==> src/rtl/char_ram_pkg.sv <==
// Shared constants, write-buffer entry type and grant states for the
// character RAM arbiter.
package char_ram_pkg;

  localparam int          DATA_W    = 8;
  localparam int          ADDR_W    = 6;
  localparam int          N_CHARS   = 41;
  localparam logic [31:0] BASE_ADDR = 32'h0000_0400;

  typedef struct packed {
    logic [ADDR_W-1:0] idx;
    logic [DATA_W-1:0] data;
  } wr_entry_t;

  typedef enum logic [1:0] {
    GNT_IDLE,
    GNT_RD,
    GNT_WR
  } grant_e;

endpackage

==> src/rtl/sync_fifo.sv <==
// Small synchronous first-word-fall-through FIFO with occupancy count.
// Pushes into a full FIFO and pops from an empty one are ignored.
module sync_fifo #(
  parameter int WIDTH = 8,
  parameter int DEPTH = 4
) (
  input  logic                     i_clk,
  input  logic                     i_rst_n,
  input  logic                     i_push,
  input  logic [WIDTH-1:0]         i_wdata,
  input  logic                     i_pop,
  output logic [WIDTH-1:0]         o_rdata,
  output logic                     o_full,
  output logic                     o_empty,
  output logic [$clog2(DEPTH):0]   o_level
);

  localparam int AW = $clog2(DEPTH);
  localparam logic [AW-1:0] PTR_ONE  = AW'(1);
  localparam logic [AW:0]   LVL_ONE  = (AW+1)'(1);
  localparam logic [AW:0]   LVL_FULL = (AW+1)'(DEPTH);

  logic [WIDTH-1:0] r_mem [DEPTH];
  logic [AW-1:0]    r_wr_ptr;
  logic [AW-1:0]    r_rd_ptr;
  logic [AW:0]      r_level;
  logic             w_push;
  logic             w_pop;

  assign o_full  = (r_level == LVL_FULL);
  assign o_empty = (r_level == '0);
  assign o_level = r_level;
  assign o_rdata = r_mem[r_rd_ptr];

  assign w_push = i_push & ~o_full;
  assign w_pop  = i_pop & ~o_empty;

  // Storage carries no reset; only the pointers and count define validity.
  always_ff @(posedge i_clk) begin
    if (w_push) begin
      r_mem[r_wr_ptr] <= i_wdata;
    end
  end

  always_ff @(posedge i_clk or negedge i_rst_n) begin
    if (!i_rst_n) begin
      r_wr_ptr <= '0;
      r_rd_ptr <= '0;
      r_level  <= '0;
    end else begin
      if (w_push) begin
        r_wr_ptr <= r_wr_ptr + PTR_ONE;
      end
      if (w_pop) begin
        r_rd_ptr <= r_rd_ptr + PTR_ONE;
      end
      case ({w_push, w_pop})
        2'b10:   r_level <= r_level + LVL_ONE;
        2'b01:   r_level <= r_level - LVL_ONE;
        default: r_level <= r_level;
      endcase
    end
  end

endmodule

==> src/rtl/char_ram_arbiter.sv <==
// Arbitrates one single-port character RAM between VGA reads (absolute
// priority) and buffered processor stores into the character window.
module char_ram_arbiter
  import char_ram_pkg::*;
#(
  parameter int FIFO_DEPTH = 4
) (
  input  logic                          clock_50,
  input  logic                          reset,
  input  logic                          cpu_we,
  input  logic [31:0]                   cpu_addr,
  input  logic [31:0]                   cpu_wdata,
  output logic                          cpu_stall,
  input  logic                          vga_req,
  input  logic [ADDR_W-1:0]             vga_addr,
  output logic [DATA_W-1:0]             vga_rdata,
  output logic                          vga_rvalid,
  output logic                          ram_en,
  output logic                          ram_we,
  output logic [ADDR_W-1:0]             ram_addr,
  output logic [DATA_W-1:0]             ram_wdata,
  input  logic [DATA_W-1:0]             ram_rdata,
  output logic [$clog2(FIFO_DEPTH):0]   fifo_level,
  output logic                          overflow_err
);

  logic [31:0]       w_offset;
  logic              w_in_win;
  logic              w_push;
  logic              w_pop;
  logic              w_full;
  logic              w_empty;
  wr_entry_t         w_entry_in;
  wr_entry_t         w_head;
  logic              w_unused;

  grant_e            r_state;
  logic              r_ram_en;
  logic              r_ram_we;
  logic [ADDR_W-1:0] r_ram_addr;
  logic [DATA_W-1:0] r_ram_wdata;
  logic              r_vld_p1;
  logic              r_vld_p2;
  logic [DATA_W-1:0] r_rdata_p2;
  logic              r_ovf;

  // The subtraction wraps for addresses below the window, so the lower
  // bound is checked separately.
  assign w_offset = cpu_addr - BASE_ADDR;
  assign w_in_win = cpu_we & (cpu_addr >= BASE_ADDR) & (w_offset < 32'(N_CHARS));

  assign w_entry_in.idx  = w_offset[ADDR_W-1:0];
  assign w_entry_in.data = cpu_wdata[DATA_W-1:0];

  // Full is registered, so a drain on this edge cannot admit this cycle's store.
  assign cpu_stall = w_in_win & w_full;
  assign w_push    = w_in_win & ~w_full;
  assign w_pop     = ~vga_req & ~w_empty;

  assign w_unused = ^{cpu_wdata[31:DATA_W]};

  sync_fifo #(
    .WIDTH ($bits(wr_entry_t)),
    .DEPTH (FIFO_DEPTH)
  ) u_wr_fifo (
    .i_clk   (clock_50),
    .i_rst_n (reset),
    .i_push  (w_push),
    .i_wdata (w_entry_in),
    .i_pop   (w_pop),
    .o_rdata (w_head),
    .o_full  (w_full),
    .o_empty (w_empty),
    .o_level (fifo_level)
  );

  // Stage p0: grant decision, registered onto the RAM port for the next cycle.
  always_ff @(posedge clock_50 or negedge reset) begin
    if (!reset) begin
      r_state     <= GNT_IDLE;
      r_ram_en    <= 1'b0;
      r_ram_we    <= 1'b0;
      r_ram_addr  <= '0;
      r_ram_wdata <= '0;
    end else begin
      if (vga_req) begin
        r_state    <= GNT_RD;
        r_ram_en   <= 1'b1;
        r_ram_we   <= 1'b0;
        r_ram_addr <= vga_addr;
      end else if (!w_empty) begin
        r_state     <= GNT_WR;
        r_ram_en    <= 1'b1;
        r_ram_we    <= 1'b1;
        r_ram_addr  <= w_head.idx;
        r_ram_wdata <= w_head.data;
      end else begin
        r_state  <= GNT_IDLE;
        r_ram_en <= 1'b0;
        r_ram_we <= 1'b0;
      end
    end
  end

  // Stage p1: RAM access cycle; stage p2: read data captured for the VGA side.
  always_ff @(posedge clock_50 or negedge reset) begin
    if (!reset) begin
      r_vld_p1   <= 1'b0;
      r_vld_p2   <= 1'b0;
      r_rdata_p2 <= '0;
    end else begin
      r_vld_p1 <= (r_state == GNT_RD);
      r_vld_p2 <= r_vld_p1;
      if (r_vld_p1) begin
        r_rdata_p2 <= ram_rdata;
      end
    end
  end

  // Sticky until reset; any stalled cycle sets it, the first one included.
  always_ff @(posedge clock_50 or negedge reset) begin
    if (!reset) begin
      r_ovf <= 1'b0;
    end else if (cpu_stall) begin
      r_ovf <= 1'b1;
    end
  end

  assign ram_en       = r_ram_en;
  assign ram_we       = r_ram_we;
  assign ram_addr     = r_ram_addr;
  assign ram_wdata    = r_ram_wdata;
  assign vga_rvalid   = r_vld_p2;
  assign vga_rdata    = r_rdata_p2;
  assign overflow_err = r_ovf;

endmodule

==> config.mk <==
export PLATFORM = sky130hd
export DESIGN_NAME = char_ram_arbiter
export DESIGN_NICKNAME = d
export VERILOG_FILES = /design/src/rtl/char_ram_pkg.sv /design/src/rtl/sync_fifo.sv /design/src/rtl/char_ram_arbiter.sv
export SDC_FILE = /design/constraint.sdc
export NUM_CORES = 1
export LEC_CHECK = 0
export BUFFER_PORTS_ARGS = -buffer_cell sky130_fd_sc_hd__buf_2
export CAP_MARGIN = 20
export CORE_ASPECT_RATIO = 1.75
export CORE_MARGIN = 2
export CORE_UTILIZATION = 45
export DETAILED_ROUTE_END_ITERATION = 8
export PLACE_DENSITY = 0.71
export SLEW_MARGIN = 20
export SYNTH_ARGS = -nofsm -noshare
export SYNTH_HDL_FRONTEND = slang
export SYNTH_SLANG_ARGS = --single-unit
==> constraint.sdc <==
create_clock -name clock_50 -period 4 [get_ports clock_50]
set_clock_uncertainty 0.15 [all_clocks]
set_input_delay 0.6 -clock clock_50 [delete_from_list [all_inputs] [get_ports clock_50]]
set_output_delay 0.6 -clock clock_50 [all_outputs]
set_load 0.005 [all_outputs]
==> Yosys cells after proc, flatten, opt, wreduce, memory -nomap -nowiden <==
Memories as Yosys holds them, arrays and structs flattened.
Index checks and enable logic that the tools add are counted.
{ "totals": {"register_bits": 36, "latchBits": 0, "ramBits": 56, "rom_bits": 0, "wordCells": 48, "n_memories": 1} }
{ "mem_list": {"columns": ["memory", "depth", "word_bits", "read_ports", "rd_clocked_by_memory_dff", "write_ports", "line", "rtl"], "rows": [
  ["u_wr_fifo.r_mem", 4, 14, 1, 0, 1, "sync_fifo.sv:23", "logic [WIDTH-1:0] r_mem [DEPTH];"]
]} }
{ "classes": {"n_addsub": 5, "mul": 0, "div_mod_pow": 0, "n_lt_le_gt_ge": 2, "eq_ne": 5, "shifts": 0, "mux": 10, "n_bitwise": 10, "n_reduce_logical": 3} }
{ "ops": {"columns": ["op", "n"], "rows": [
  ["$ge 32x11->1 const B", 1],
  ["$lt 32x6->1 const B", 1],
  ["$sub 32x11->32 const B", 1],
  ["$mux 6", 2],
  ["$and 1x1->1", 7],
  ["$pmux 3 s2", 1],
  ["$mux 1", 5],
  ["$add 2x1->2 const B", 2],
  ["$eq 2x1->1 const B", 2],
  ["$mux 2", 2],
  ["$add 3x1->3 const B", 1],
  ["$eq 3x3->1 const B", 1],
  ["$logic_not 3->1", 1],
  ["$not 1->1", 3],
  ["$sub 3x1->3 const B", 1],
  ["$eq 2x2->1 const B", 1],
  ["$ne 2x2->1 const B", 1],
  ["$reduce_and 2->1", 1],
  ["$reduce_bool 2->1", 1]
]} }

==> Logic depth before layout (Yosys ltp) <==
{ "depth": {"depth_word": 7, "ltp_mapped": 11, "mapped_depth_nobuf": 11} }

==> Cells and area by module <==
Synthesis repeated with hierarchy kept, for this count alone.
{ "unflattened": {"cells_unflattened": 211, "area_unflattened_um2": 3748.6} }
{ "modules_own_cells": {"columns": ["module", "instances", "cells_per_inst", "area_per_inst_um2", "seq_area_each_um2"], "rows": [
  ["sync_fifo", 1, 110, 2481.1, 1856.8],
  ["char_ram_arbiter", 1, 101, 1267.5, 700.7]
]} }

==> Worst setup path after synthesis <==
OpenSTA, ideal clock, no wires.
{ "synth_path": {"path_type": "input to register", "startpoint": "input cpu_addr[24]", "endpoint": "register u_wr_fifo.r_level[2] (netlist: u_wr_fifo.o_level[2])", "t_arrival_ns": 2.758, "required_time_ns": 3.724, "setup_slack_ns": 0.966, "stages": 11, "path_cell_list": "nor4_2 > nand2_1 > or4_4 > nor4b_4 > inv_1 > ha_1 > inv_1 > fa_1 > xor2_1 > nor2_1 > xor2_1"} }
{ "synth_between": {"elab_chain_cells": 7, "elab_cells_between_ends": 11, "classes_between": "add/sub (1); order compare (2); eq/ne (2); mux (1); bitwise (4); reduce/logical (1)"} }
{ "synth_rtl": {"columns": ["item", "line", "rtl"], "rows": [
  ["from (decl)", "char_ram_arbiter.sv:11", "input logic [31:0] cpu_addr,"],
  ["$sub 32x11->32 or $ge 32x11->1 (tied branches)", "char_ram_arbiter.sv:49, char_ram_arbiter.sv:50", null],
  ["$lt 32x6->1 or $and 1x1->1 (tied branches)", "char_ram_arbiter.sv:50", "assign w_in_win = cpu_we & (cpu_addr >= BASE_ADDR) & (w_offset < 32'(N_CHARS));"],
  ["$and 1x1->1 (*)", "char_ram_arbiter.sv:50", null],
  ["$and 1x1->1 (*)", "char_ram_arbiter.sv:57", "assign w_push = w_in_win & ~w_full;"],
  ["$and 1x1->1 (*)", "sync_fifo.sv:35", "assign w_push = i_push & ~o_full;"],
  ["$eq 2x1->1 or $eq 2x2->1 (tied branches)", "sync_fifo.sv:57", "case ({w_push, w_pop})"],
  ["$pmux 3 s2 or $reduce_bool 2->1 (tied branches)", null, null],
  ["to (signal assigned)", "sync_fifo.sv:58", "2'b10: r_level <= r_level + LVL_ONE;"],
  ["to (signal assigned)", "sync_fifo.sv:59", "2'b01: r_level <= r_level - LVL_ONE;"],
  ["to (signal assigned)", "sync_fifo.sv:60", "default: r_level <= r_level;"],
  ["to (decl)", "sync_fifo.sv:26", "logic [AW:0] r_level;"]
]} }
Every way passes the cells marked *; elsewhere a longest branch is shown, timed or not.
A chain may end at the register's enable or synchronous reset.

==> Final worst setup path <==
{ "layout_path": {"startpoint": "input cpu_addr[9]", "endpoint": "output cpu_stall"} }
{ "layout_between": {"elab_chain_cells": 4, "elab_cells_between_ends": 6, "classes_between": "add/sub (1); order compare (2); bitwise (3)"} }
{ "layout_rtl": {"columns": ["item", "line", "rtl"], "rows": [
  ["$sub 32x11->32 or $ge 32x11->1 (tied branches)", "char_ram_arbiter.sv:49, char_ram_arbiter.sv:50", null],
  ["$lt 32x6->1 or $and 1x1->1 (tied branches)", "char_ram_arbiter.sv:50", null],
  ["$and 1x1->1 (*)", "char_ram_arbiter.sv:50", null],
  ["$and 1x1->1 (*)", "char_ram_arbiter.sv:56", "assign cpu_stall = w_in_win & w_full;"],
  ["to (decl)", "char_ram_arbiter.sv:13", "output logic cpu_stall,"]
]} }
Marks and branches as above.

==> impl_metrics.ini <==
[synthesis]
syn-instance-count = 208
synth_area_leaders = edfxtp_1, dfrtp_1, mux4_2
ys_ff_latch = 91
synth_top_cell_by_area = edfxtp_1
synth_cell_type_count = 38
syn-cell-area_um2 = 3680
ys.warnings.count = 0
yosysTopAreaCellShare_pct = 45.70
synth_edf_count = 56
avgSynthCellArea_um2 = 17.69
async_flop_share_pct = 38.46
syn_nets = 296
synthFlopType = edfxtp_1
ys_seq_area_share_pct = 69.50

[floorplanning]
ioPinCount = 112
die_w_um = 72.36
start_util_pct = 46.53
fp.dieArea_um2 = 8945
rows = 43
core_um2 = 7909
die_h_um = 123.6

[timing]
relSlewSlack_pct = 35.46
setup_slack_ns = 0.9468
clock.fmax_mhz = 327.5
setup_viol = 0
min_period_over_period_pct = 76.33
rsz0062_at_grt = no
drv_slew = 0
totalNegativeSetupSlack_ns = 0
period_minus_slack_ns = 3.053
hold_viol = 0
holdWs_ns = 0.2164
worst_pin_slew_ns = 0.9682

[placement]
gp_congestion = 0.7602
portBuffers = 87
place_ws_ns = 0.6449
dpl.hpwl_um = 4474
place_inst = 383
postPlaceCellArea_um2 = 4238

[global_route]
grtUsageTotal_pct = 15.38
overflow = 0
antenna_found_initial = 0
grt_pass1_wl_um = 10250
grt_max_degree = 36
first_global_vias = 2100

[cts]
clkLatencyLatePin_ns = 0.33
cts_resized = 0
clockBufferDepth = 2
cts_buffers = 9
clock-sinks = 91
postCtsHoldBufs = 0
root_buffer = clkbuf_16
post-cts-setup-buffers = 0
clk_pin_slew_ns = 0.06
cts_tree = yes
cts_max_level = 3

[power]
p_leak_uw = 0.001810
powerDensity_nw_per_um2 = 577.3
ir_worst_vdd_mv = 0.2926

[layout]
area_delta_synth_final_pct = 23.02
fin_area_um2 = 4527
drive_gt1_share_pct = 46.93
layout_common_cells = buf_2, edfxtp_1, dfrtp_1, mux2_2, mux4_2
final_common_cell = buf_2
antennaDiodeCount = 0
fin_cells = 399
nNetsFinal = 392

[drt]
wire_per_inst_um = 16.04
vias_per_cell = 5.193
drc = 0
drt_iter0_drc = 65
ant_nets = 0
drt_pass1_iterations = 4
vias = 2072
routed_wl_um = 6398

[setup_path]
crit_path_start_kind = primary input
crit_required_ns = 3.25
path_delay_family = simple AND/OR/NAND/NOR gates
worstSetupEndpointType = primary output
slowest_delay_ns = 0.55
cp_num_buf_inv = 2
worst_ep_arrival_time_ns = 2.30
critPathKind = primary input to primary output
cp_cell_sequence = buf_2 > nor4_1 > nand4_1 > or4_4 > or2_2 > nor3_1 > buf_2
crit_top_cell = buf_2
slowest_stage = or4_4
cp_max_fo = 2

[status]
outcome = finished clean

[hold_path]
min_path_type = primary input to asynchronous set/reset pin

[run]
maxCapViolCount = 0
==> cell type report <==
type	instances	area [um^2]
Fill cell	623	3382
Clock inverter	5	35.03
Multi-Input combinational cell	102	1065
Clock buffer	11	254.0
Timing Repair Buffer	92	473.0
Tap cell	90	112.6
Inverter	8	30.03
Sequential cell	91	2557
==> logic make-up after synthesis <==
group                    count (synthesis)  synth area share, %
XOR/XNOR                                 6                1.428
flip-flops                              91                69.50
AO/OA/AOI/OAI                           10                1.496
AND/OR/NAND/NOR                         41                7.718
multiplexers                            39                16.05
adder cells (fa/ha/maj)                  6                2.244
buffers and inverters                   15                1.564
==> through the flow <==
step	total power [uW]	util [%]
2_1_floorplan	1613	-
3_5_place_dp	1851	53.58
3_3_place_gp	1826	53.58
6_report	2614	57.24
5_1_grt	2744	57.24
4_1_cts	2649	57.24
==> Yosys cell counts (2+ instances only) <==
| library cell | instances |
|---|---|
| and2_1 | 3 |
| clkbuf_1 | 5 |
| dfrtp_1 | 35 |
| edfxtp_1 | 56 |
| ha_1 | 5 |
| inv_1 | 8 |
| mux2_2 | 16 |
| mux2i_1 | 8 |
| mux4_2 | 14 |
| nand2_1 | 8 |
| nand4_1 | 2 |
| nor2_1 | 4 |
| nor2b_1 | 2 |
| nor3_1 | 5 |
| nor4_1 | 4 |
| o21ai_0 | 7 |
| xnor2_1 | 3 |
| xor2_1 | 3 |
==> worst paths after layout <==
check                      slack [ns]                 start                    to  depth (start not counted)
min reg2reg                      0.26                ram_we              r_vld_p1                          1
max in group asynchronous        2.96                 reset          ram_wdata[3]                          1
min                              0.22                 reset          overflow_err                          1
max reg2reg                      1.77  u_wr_fifo.o_level[0]  u_wr_fifo.o_level[2]                         10
min in group clock_50            0.26                ram_we              r_vld_p1                          1
max                              0.95           cpu_addr[9]             cpu_stall                          7
==> registers in the layout, summed over array words and instances (netlist names), 2 cells and up <==
signal / flops
u_wr_fifo.o_level: 3
ram_addr: 6
vga_rdata: 8
u_wr_fifo.r_wr_ptr: 2
u_wr_fifo.r_rd_ptr: 2
u_wr_fifo.r_mem: 56
ram_wdata: 8
==> layer usage <==
metal	wire length, um	part of all wire (%)	vias to the layer above	global-route usage, %
met5	0	0	-	0
met4	103	1.6	0	6.250
met1	2531	40	1034	18.30
met2	3524	55	42	26.83
li1	-	-	989	-
met3	239	3.7	7	3.236
==> where the power goes <==
group | total, uW | switching [uW] | internal [uW]
sequential | 1280 | 151 | 1130
combinational | 539 | 196 | 343
clock | 798 | 337 | 461
Power figures use the tool's default switching activity.
